<file path="config.mk">
export PLATFORM = sky130hd
export DESIGN_NAME = div_seq_ctrl
export DESIGN_NICKNAME = d
export VERILOG_FILES = /design/src/rtl/div_seq_ctrl.sv
export SDC_FILE = /design/constraint.sdc
export NUM_CORES = 1
export LEC_CHECK = 0
export CAP_MARGIN = 5
export CORE_MARGIN = 2
export CORE_UTILIZATION = 50
export CTS_CLUSTER_DIAMETER = 120
export CTS_CLUSTER_SIZE = 28
export DETAILED_ROUTE_END_ITERATION = 7
export PLACE_DENSITY = 0.86
export SYNTH_ARGS = -nofsm -noshare
export SYNTH_HDL_FRONTEND = slang
export SYNTH_SLANG_ARGS = --single-unit
</file>
<file path="constraint.sdc">
create_clock -name clk -period 3.3 [get_ports clk]
set_input_delay 0.495 -clock clk [delete_from_list [all_inputs] [get_ports clk]]
set_output_delay 0.495 -clock clk [all_outputs]
set_load 0.01 [all_outputs]
</file>
<file path="src/rtl/div_seq_ctrl.sv">
// div_seq_ctrl: programmable tick divider with run / single-step / pause sequencing.
// Ports: clk, rst (asynchronous, active-low);
//   cfg_valid/cfg_ready/cfg_div/cfg_limit  configuration handshake (accepted in IDLE or PAUSE);
//   cmd_start/cmd_stop/cmd_step            sequencing commands (stop > step > start);
//   tick/div_clk/tick_count/busy/done/state status outputs.
// Optional feature: define DIVCTRL_PRESCALE_EN to advance the divider once per 10 clk.
module div_seq_ctrl #(
  parameter int DIV_W = 12,
  parameter int CNT_W = 8,
  parameter int unsigned DIV_INIT = 4
) (
  input  logic             clk,
  input  logic             rst,
  input  logic             cfg_valid,
  output logic             cfg_ready,
  input  logic [DIV_W-1:0] cfg_div,
  input  logic [CNT_W-1:0] cfg_limit,
  input  logic             cmd_start,
  input  logic             cmd_stop,
  input  logic             cmd_step,
  output logic             tick,
  output logic             div_clk,
  output logic [CNT_W-1:0] tick_count,
  output logic             busy,
  output logic             done,
  output logic [1:0]       state
);
  typedef enum logic [1:0] {IDLE = 2'b00, RUN = 2'b01, STEP = 2'b10, PAUSE = 2'b11} st_t;
  st_t st;
  logic [DIV_W-1:0] div_reg, div_cnt;
  logic [CNT_W-1:0] limit_reg, cnt_nxt;
  logic adv, hit, lim, clr;
  assign state = st;
  assign busy = st == RUN || st == STEP;
  // gated by rst so every output reads 0 while reset is held
  assign cfg_ready = rst && (st == IDLE || st == PAUSE);
  assign clr = st == IDLE && (cmd_step || cmd_start);
  assign cnt_nxt = tick_count + CNT_W'(1);
  assign hit = adv && div_cnt == div_reg;
  assign lim = hit && limit_reg != '0 && cnt_nxt == limit_reg;
`ifdef DIVCTRL_PRESCALE_EN
  logic [3:0] pre;
  always_ff @(posedge clk or negedge rst) begin
    if (!rst) pre <= '0;
    else pre <= clr ? '0 : busy ? (pre == 4'd9 ? '0 : pre + 4'd1) : pre;
  end
  assign adv = busy && pre == 4'd9;
`else
  assign adv = busy;
`endif
  // the divider advances on the current state; commands only steer the next state,
  // so a stop coinciding with a tick still lets that tick issue
  always_ff @(posedge clk or negedge rst) begin
    if (!rst) begin
      st <= IDLE;
      div_cnt <= '0;
      tick_count <= '0;
      tick <= 1'b0;
      div_clk <= 1'b0;
      done <= 1'b0;
      div_reg <= DIV_W'(DIV_INIT);
      limit_reg <= '0;
    end else begin
      tick <= hit;
      done <= lim;
      div_clk <= hit ? ~div_clk : div_clk;
      if (cfg_valid && cfg_ready) begin
        div_reg <= cfg_div;
        limit_reg <= cfg_limit;
      end
      div_cnt <= (clr || hit) ? '0 : adv ? div_cnt + DIV_W'(1) : div_cnt;
      tick_count <= clr ? '0 : hit ? cnt_nxt : tick_count;
      case (st)
        IDLE:    st <= cmd_step ? STEP : cmd_start ? RUN : IDLE;
        RUN:     st <= lim ? IDLE : cmd_stop ? PAUSE : RUN;
        STEP:    st <= lim ? IDLE : (hit || cmd_stop) ? PAUSE : STEP;
        default: st <= cmd_stop ? IDLE : cmd_step ? STEP : cmd_start ? RUN : PAUSE;
      endcase
    end
  end
endmodule
</file>
==> flow_summary.json <==
{
  "status": "finished, final reports clean",
  "final_common_cell": "dfrtp_1",
  "core_mm2": 0.00466,
  "hp-class": "in2async",
  "overflow": 0,
  "synth_area_leader_cell": "dfrtp_1",
  "die_w_um": 73.2,
  "tightest_slew_ps": 843,
  "avgSynthCellArea_um2": 10.5,
  "pin_count": 41,
  "cts.sinks": 45,
  "placed_cell_area_mm2": 0.00285,
  "cts_hold_buffers": 0,
  "cts_buffers": 5,
  "yosysTopAreaCellShare_pct": 46.0,
  "drive_gt1_share_pct": 12.5,
  "n_antenna_cell": 0,
  "ant_nets": 0,
  "rows": 25,
  "crit_fanout": 13,
  "pre_cts_ws_ps": 897,
  "cp_data_required_time_ps": 2800,
  "setup_ws_ps": 688,
  "grt_pass1_vias": 1839,
  "drv_slew": 0,
  "drt_iter0_drc": 142,
  "wl_mm": 5.07,
  "h-tree-depth": 2,
  "nets": 303,
  "setup_viol": 0,
  "worstSetupPathType": "reg2out",
  "rsz0062_at_grt": "no",
  "layout_common_cells": "dfrtp_1, clkdlybuf4s50_1, mux2_2",
  "synth-main-ff-cell": "dfrtp_1",
  "cts.repair.resized": 0,
  "antenna_found_initial": 0,
  "cts_root_buffer": "clkbuf_8",
  "netlist_instances": 227,
  "crit_buf_inv": 2,
  "ys_types": 41,
  "crit_family": "buffers and inverters",
  "ys_seq_elements": 45,
  "drt_first_pass_iters": 4,
  "cts_buffer_depth": 2,
  "avgRoutedWirePerCell_um": 15.5,
  "dp_hpwl_mm": 3.75,
  "synth_edf_count": 0,
  "cpPeakStageDelay_ps": 600,
  "arrival_ps": 2120,
  "synth_warnings": 0,
  "io_buffers": 40,
  "drc": 0,
  "die-area_mm2": 0.00535,
  "syn_area_mm2": 0.00239,
  "layout_min_cycle_time_ps": 2610,
  "grt_usage_pct": 20.4,
  "maxCapViolCount": 0,
  "crit_chain": "inv_1, ha_1, nor2b_1, clkdlybuf4s50_1",
  "clkTransAtPathRegs_ps": 80,
  "hold_viol": 0,
  "num_vias": 1852,
  "gp_congestion": 0.878,
  "endpoint_kind": "output port",
  "start_util_pct": 51.3,
  "fp.dieH_um": 73.2,
  "design_area_mm2": 0.00293,
  "slew_headroom_pct": 43.6,
  "viasPerCell": 5.68,
  "synth_fp_nets": 259,
  "grt_max_degree": 46,
  "clock_latency_ps": 300,
  "grt_pass1_wl_mm": 8.41,
  "peakVddDrop_uv": 321,
  "crit_path_top_delay_cell": "clkdlybuf4s50_1",
  "cts_tree": "built",
  "cp-start-kind": "flop",
  "min_period_over_period_pct": 79.2,
  "max_freq_mhz": 383,
  "synthArstFlopShare_pct": 100,
  "power.leakage_uw": 0.00119,
  "tns_ps": 0,
  "synthTopCellsByArea": "dfrtp_1, mux2_2, xnor2_1",
  "fin_skew_ps": 9.24,
  "syn_to_final_growth_pct": 22.5,
  "p_per_area_mw_per_mm2": 723,
  "cts_setup_buffers": 0,
  "yosysSeqAreaShare_pct": 47.1
}
-- where the power goes --
group	total (uW)	internal, uW	switching (uW)
Combinational	902	453	449
Sequential	890	726	164
Clock	325	149	176
-- worst reg2reg max path, cell delays in order, from the launching register on --
cell and delay [ps]:
dfrtp_1 480, ha_1 390, or4b_2 620, a21oi_1 130, nor3_1 90, nor4_1 410
a31oi_1 150
-- logic make-up (layout without fill, tap and decap cells) --
family / after synthesis / count (layout) / synth area share, %
AOI/OAI and AO/OA: 29 / 29 / 7.12
adders and majority gates: 6 / 6 / 3.14
buffers and inverters: 10 / 55 / 1.67
muxes: 22 / 22 / 10.3
xor gates and xnor gates: 31 / 31 / 11.4
DFF: 45 / 45 / 47.1
and+or+nand+nor: 84 / 84 / 19.3
-- cell type report --
type / instances / area [um^2]
tap: 54 / 67.6
inverter: 5 / 18.8
fill: 380 / 1730
timing repair buffer: 42 / 410
clock inverter: 1 / 5.00
clock buffer: 7 / 76.3
sequential: 45 / 1130
multi-input combinational: 172 / 1220
-- worst paths after layout --
path	slack, ps	cells past startpoint	from	end
worst max register to register	910	6	tick_count[0]	state[0]
worst max-delay path	690	4	state[0]	cfg_ready
max in group asynchronous	2590	2	rst	div_reg[2]
worst min-delay path	310	2	rst	div_reg[8]
worst min register to register	480	1	div_clk	div_clk
min in group clk	480	1	div_clk	div_clk
-- synth_stat cells, types with 2 or more instances --
master,n
a21oi_1,10
a31oi_1,3
and2_1,3
and4_1,2
buf_2,2
clkbuf_1,3
dfrtp_1,44
ha_1,6
inv_1,5
mux2_2,20
mux2i_1,2
nand2_1,18
nand2b_1,2
nand3_1,8
nand3b_1,2
nand4_1,10
nor2_1,17
nor2b_1,2
nor3_1,4
nor3b_1,2
nor4_1,2
o21ai_0,10
or3_1,3
xnor2_1,18
xor2_1,13
-- per-stage QoR --
| stage | utilization, % | total power (uW) | instances | hold WS [ps] |
|---|---|---|---|---|
| 2_1_floorplan | - | 1510 | 227 | 199 |
| 3_5_place_dp | 61.1 | 1800 | 318 | 469 |
| 6_report | 62.8 | 2120 | 326 | 313 |
| 5_1_grt | 62.8 | 2260 | 326 | 363 |
| 3_3_place_gp | 61.1 | 1740 | 318 | 462 |
| 4_1_cts | 62.8 | 2130 | 326 | 331 |
-- metal layers --
layer  vias up  GRT usage (%)  wire [um]
met5         -              0          0
met4         0           6.79         80
met3         7           3.87        172
met2        46           35.0       2560
met1       901           25.7       2260
li1        898              -          -
Power figures use the tool's default switching activity.
==> patch 1 (same settings) <==
Put one more register stage on the output `tick_count`, cleared by the reset. The value now appears one clock later. The other outputs are not delayed to match.
--- a/src/rtl/div_seq_ctrl.sv
+++ b/src/rtl/div_seq_ctrl.sv
@@ -26,6 +26,8 @@
   output logic [1:0]       state
 );
   typedef enum logic [1:0] {IDLE = 2'b00, RUN = 2'b01, STEP = 2'b10, PAUSE = 2'b11} st_t;
+
+  logic [CNT_W-1:0] tick_count_s0;
   st_t st;
   logic [DIV_W-1:0] div_reg, div_cnt;
   logic [CNT_W-1:0] limit_reg, cnt_nxt;
@@ -35,7 +37,7 @@
   // gated by rst so every output reads 0 while reset is held
   assign cfg_ready = rst && (st == IDLE || st == PAUSE);
   assign clr = st == IDLE && (cmd_step || cmd_start);
-  assign cnt_nxt = tick_count + CNT_W'(1);
+  assign cnt_nxt = tick_count_s0 + CNT_W'(1);
   assign hit = adv && div_cnt == div_reg;
   assign lim = hit && limit_reg != '0 && cnt_nxt == limit_reg;
 `ifdef DIVCTRL_PRESCALE_EN
@@ -54,7 +56,7 @@
     if (!rst) begin
       st <= IDLE;
       div_cnt <= '0;
-      tick_count <= '0;
+      tick_count_s0 <= '0;
       tick <= 1'b0;
       div_clk <= 1'b0;
       done <= 1'b0;
@@ -69,7 +71,7 @@
         limit_reg <= cfg_limit;
       end
       div_cnt <= (clr || hit) ? '0 : adv ? div_cnt + DIV_W'(1) : div_cnt;
-      tick_count <= clr ? '0 : hit ? cnt_nxt : tick_count;
+      tick_count_s0 <= clr ? '0 : hit ? cnt_nxt : tick_count_s0;
       case (st)
         IDLE:    st <= cmd_step ? STEP : cmd_start ? RUN : IDLE;
         RUN:     st <= lim ? IDLE : cmd_stop ? PAUSE : RUN;
@@ -78,4 +80,12 @@
       endcase
     end
   end
+  always_ff @(posedge clk or negedge rst) begin
+    if (!rst) begin
+      tick_count <= '0;
+    end else begin
+      tick_count <= tick_count_s0;
+    end
+  end
+
 endmodule
Check against the original RTL: not equivalent (a bounded check fails within 4 cycles, from zero or initial values and one cycle with rst low).
==> patch 1 against the unedited design <==
  * Sequential cell count rose by 8
  * Clock power up 14%
  * Area after synthesis up 10%
  * Synthesized cell count up 8.4%
  * Power increased by 4.1%
  * Critical path type unchanged
  * Worst setup slack gained 0.053 ns
  * Wire length increased by 2.2%
  * Largest power group is now sequential cells
  * Non-clock buffer count shrank 1
  * Clock skew shrank 0.0025 ns
  * Cell area up 8.6%
==> patch 1: results (changes against the unedited design) <==
run_status:
  outcome: "finished clean"
drt:
  vias: 1931  # +4.3%
  dr_wl_met2_um: 2400  # -6.0%
  drt_pass1_iterations: 6  # +2
  drt-met1-wl_um: 2420  # +7.3%
  via_per_inst: 5.44  # -4.3%
  wire_per_inst_um: 14.6  # -6.2%
  top_layer: "met4"
  drt_iter0_drc: 193  # +36%
  wl_met3_um: 257  # +49%
grt:
  grt_pass1_wl_um: 8940  # +6.2%
  met2_usage_pct: 29.0  # -6.0 points
  use_met3_pct: 4.47  # +0.60 points
  track_usage_pct: 19.1  # -1.3 points
  grt_max_degree: 54  # +17%
  use_met1_pct: 26.6  # +0.92 points
layout:
  diodes: 0  # unchanged
  drive_above_1_share_pct: 13.7  # +1.2 points
  fin_nets: 316  # +4.3%
  nFillCells: 447  # +18%
  area_growth_syn_to_layout_pct: 20.5
worst_setup_path:
  crit_fanout: 11  # -2
  startpoint: "state[0]"
  worst_r2r_startpoint: "state[0]"
  critPathArrivalTime_ns: 2.06  # -0.06 ns
  worstRegToRegCells: 6  # unchanged
  r2r_end: "tick_count_s0[4]"
  rrSetupSlack_ns: 0.96  # +0.05 ns
placed_design:
  pre_cts_slack_ns: 0.971  # +0.0744 ns
  post_dp_cell_area_um2: 3080  # +8.3%
  place.gp.congestion: 0.884  # +0.63%
  hpwlAfterDp_um: 3810  # +1.5%
  place_inst: 347  # +9.1%
synthesis:
  syn_nets: 278  # +7.3%
  ys_async_sr_fraction_pct: 100  # unchanged
  yosys-top-cells-count: "52 x dfrtp_1, 21 x xnor2_1, 20 x mux2_2"
  syn_inst: 246  # +8.4%
  yosysWarnings: 0  # unchanged
  synthDistinctLibCells: 45  # +9.8%
  ys_seq_area_share_pct: 50.3  # +3.1 points
  ys_top_cells_by_area: "dfrtp_1 49%, mux2_2 8.5%, xnor2_1 7.0%"
power:
  max-vdd-ir-drop_mv: 0.389  # +21%
  p_leak_uw: 0.00129  # +8.2%
timing:
  finClkSkew_ns: 0.00677  # -0.00247 ns
  hold_slack_ns: 0.318  # +0.00503 ns
  worst_pin_slew_ns: 0.806  # -0.0370 ns
  fmax_ghz: 0.391  # +2.1%
clock_network:
  clk_latency_ns: 0.30  # about the same
  htreeDepth: 2  # unchanged
  cts_root_buf: "clkbuf_8"
  clk_pin_slew_worst_paths_ns: 0.09
  ctsResizeCount: 0  # unchanged
min_path:
  hold_path.class: "input pin to asynchronous set/reset pin"
==> patch 1: cells by family after synthesis <==
logic type / synth area share, %
DFF: 50.3
adders and majority gates: 2.84
muxes: 8.91
xor gates and xnor gates: 10.3
buffers and inverters: 2.75
and+or+nand+nor: 17.2
AOI/OAI and AO/OA: 7.77
==> patch 1: power by group <==
group / switching, uW / internal [uW] / total (uW)
sequential: 152 / 819 / 971
clock: 201 / 170 / 371
combinational: 417 / 442 / 860
total: 771 / 1430 / 2200
==> patch 1: final cells by class <==
cell class / instances / share of cell area [%]
Clock buffer: 6 / 2.60
Tap cell: 70 / 2.75
Inverter: 7 / 0.826
Clock inverter: 2 / 0.433
Multi-Input combinational cell: 176 / 39.0
Timing Repair Buffer: 41 / 12.7
Sequential cell: 53 / 41.7
==> patch 1: worst max-delay path: cells and delay by family, from the launching register on <==
family        cells  cell delay [ns]
buf+inv           2             0.68
fa+ha+maj         1             0.46
flops             1             0.41
simple gates      1             0.22
==> patch 2 (same settings) <==
Made on the original files. Add a define of `DIVCTRL_PRESCALE_EN`.
--- a/src/rtl/div_seq_ctrl.sv
+++ b/src/rtl/div_seq_ctrl.sv
@@ -4,6 +4,8 @@
 //   cmd_start/cmd_stop/cmd_step            sequencing commands (stop > step > start);
 //   tick/div_clk/tick_count/busy/done/state status outputs.
 // Optional feature: define DIVCTRL_PRESCALE_EN to advance the divider once per 10 clk.
+`define DIVCTRL_PRESCALE_EN
+
 module div_seq_ctrl #(
   parameter int DIV_W = 12,
   parameter int CNT_W = 8,
Check against the original RTL: not equivalent (a bounded check fails within 4 cycles, from zero or initial values and one cycle with rst low).
==> patch 2 against the unedited design <==
  * Worst setup slack worse by 0.037 ns
  * Synthesized cell count up 11%
  * Via count up 7.9%
  * Count of clock-buffer cells in the layout unchanged
  * Area after synthesis up 12%
  * Hold slack worse by 0.028 ns
  * Die area up 12%
  * Power down 0.43%
  * Cell area up 11%
  * Highest routed layer unchanged
  * Clock power up 17%
  * Sequential cell count up 4
  * Wire length up 5.5%
  * Largest power group is now sequential cells
==> patch 2: results (changes against the unedited design) <==
grt:
  track_usage_pct: 19.5  # -0.89 points
  use_met1_pct: 26.5  # +0.87 points
  grt_pass1_wl_um: 9320  # +11%
  use_met3_pct: 4.19  # +0.32 points
  antenna_found_initial: 0  # unchanged
  grt_max_degree: 50  # +8.7%
  grt_pass1_vias: 1933  # +5.1%
  met2_usage_pct: 31.7  # -3.3 points
worst_setup_path:
  cpLargestDelayFamily: "simple AND/OR/NAND/NOR gates"
  cpMaxStageDelayCell: "nand2_1"
  critPathArrivalTime_ns: 2.82  # +0.70 ns
  crit_fanout: 15  # +2
  slowest_delay_ns: 0.54  # -0.06 ns
  worst_r2r_startpoint: "state[0]"
  startpoint_type: "flip-flop"
synthesis:
  syn_nets: 286  # +10%
  syn_avg_cell_area_um2: 10.7  # +1.3%
  yosysWarnings: 0  # unchanged
  ys_seq_area_share_pct: 45.6  # -1.5 points
  ys_top_cells_by_area: "dfrtp_1 45%, mux2_2 8.8%, xor2_1 8.1%"
  yosys-top-cells-count: "48 x dfrtp_1, 25 x nor2_1, 25 x xor2_1"
  ys_async_sr_fraction_pct: 100  # unchanged
  synthDistinctLibCells: 44  # +7.3%
  yosys_most_used_dff: "dfrtp_1"
placed_design:
  pre_cts_slack_ns: 0.648  # -0.248 ns
  port_buffers: 40  # unchanged
  hpwlAfterDp_um: 3940  # +5.0%
  place.gp.congestion: 0.820  # -6.7%
  place_inst: 356  # +12%
  post_dp_cell_area_um2: 3140  # +10%
drt:
  drt-met1-wl_um: 2360  # +4.7%
  wire_per_inst_um: 14.7  # -5.5%
  dr_wl_met2_um: 2680  # +4.8%
  vias: 1999  # +7.9%
  wl_um: 5350  # +5.5%
  drt_pass1_iterations: 4  # unchanged
  drt_iter0_drc: 131  # -7.7%
  wl_met3_um: 244  # +42%
  top_layer: "met4"
timing:
  finClkSkew_ns: 0.00823  # -0.00101 ns
  setup-tns-final_ns: 0  # unchanged
  worst_pin_slew_ns: 0.860  # +0.0167 ns
clock_network:
  ctsResizeCount: 0  # unchanged
  clk_latency_ns: 0.31
  postCtsSetupRepairBufs: 0  # unchanged
  htreeDepth: 2  # unchanged
  cts_root_buf: "clkbuf_8"
  cts_buffers: 5  # unchanged
  clk_pin_slew_worst_paths_ns: 0.08  # about the same
  clockBufferDepth: 2  # unchanged
min_path:
  hold_path.class: "input pin to asynchronous set/reset pin"
layout:
  drive_above_1_share_pct: 13.9  # +1.4 points
  fin_nets: 327  # +7.9%
  diodes: 0  # unchanged
power:
  p_leak_uw: 0.00143  # +20%
  max-vdd-ir-drop_mv: 0.353  # +10%
run_status:
  outcome: "finished clean"
-- patch 2: changes by cell type in the layout (fill, tap and decap cells not counted), sizes merged, moves of 3 or more --
cell,delta
xnor2,-11
a31oi,-3
nor4,+6
and3,+8
nand3,-3
xor2,+12
nor2,+8
or3,+5
nand2,-3
dfrtp,+4
nand4,-5
-- patch 2: area by class of cell --
class | count | area, um2
Clock buffer | 7 | 96.3
Clock inverter | 1 | 5.00
Fill cell | 438 | 1900
Inverter | 5 | 18.8
Multi-Input combinational cell | 191 | 1400
Sequential cell | 49 | 1230
Tap cell | 70 | 87.6
Timing Repair Buffer | 41 | 403
-- patch 2: power by group --
part           total, uW  internal (uW)  leakage [uW]  switching [uW]
Combinational        815            416      0.000744             399
Clock                380            189     0.0000542             191
Sequential           912            763      0.000634             149
-- patch 2: cells by family after synthesis --
group                    after synthesis  synth area share, %
XOR/XNOR                              33                 11.3
adder cells (fa/ha/maj)                8                 3.72
AO/OA/AOI/OAI                         33                 7.03
buffers and inverters                 12                 2.14
flip-flops                            49                 45.6
multiplexers                          24                 9.91
AND/OR/NAND/NOR                       93                 20.2
-- patch 2: through the flow --
stage | utilization (%) | hold WS [ns]
after floorplan | - | 0.199
after global placement | 61.1 | 0.490
after detailed placement | 61.1 | 0.493
after CTS | 63.1 | 0.313
after global routing | 63.1 | 0.351
final | 63.1 | 0.285
-- patch 2: worst paths after layout --
path	end	slack, ns	cells past startpoint
min in group clk	div_clk	0.51	1
min reg2reg	div_clk	0.51	1
max reg2reg	div_cnt[10]	0.65	6
max in group asynchronous	div_reg[8]	2.59	2
min	state[0]	0.28	2
max	div_cnt[10]	0.65	6
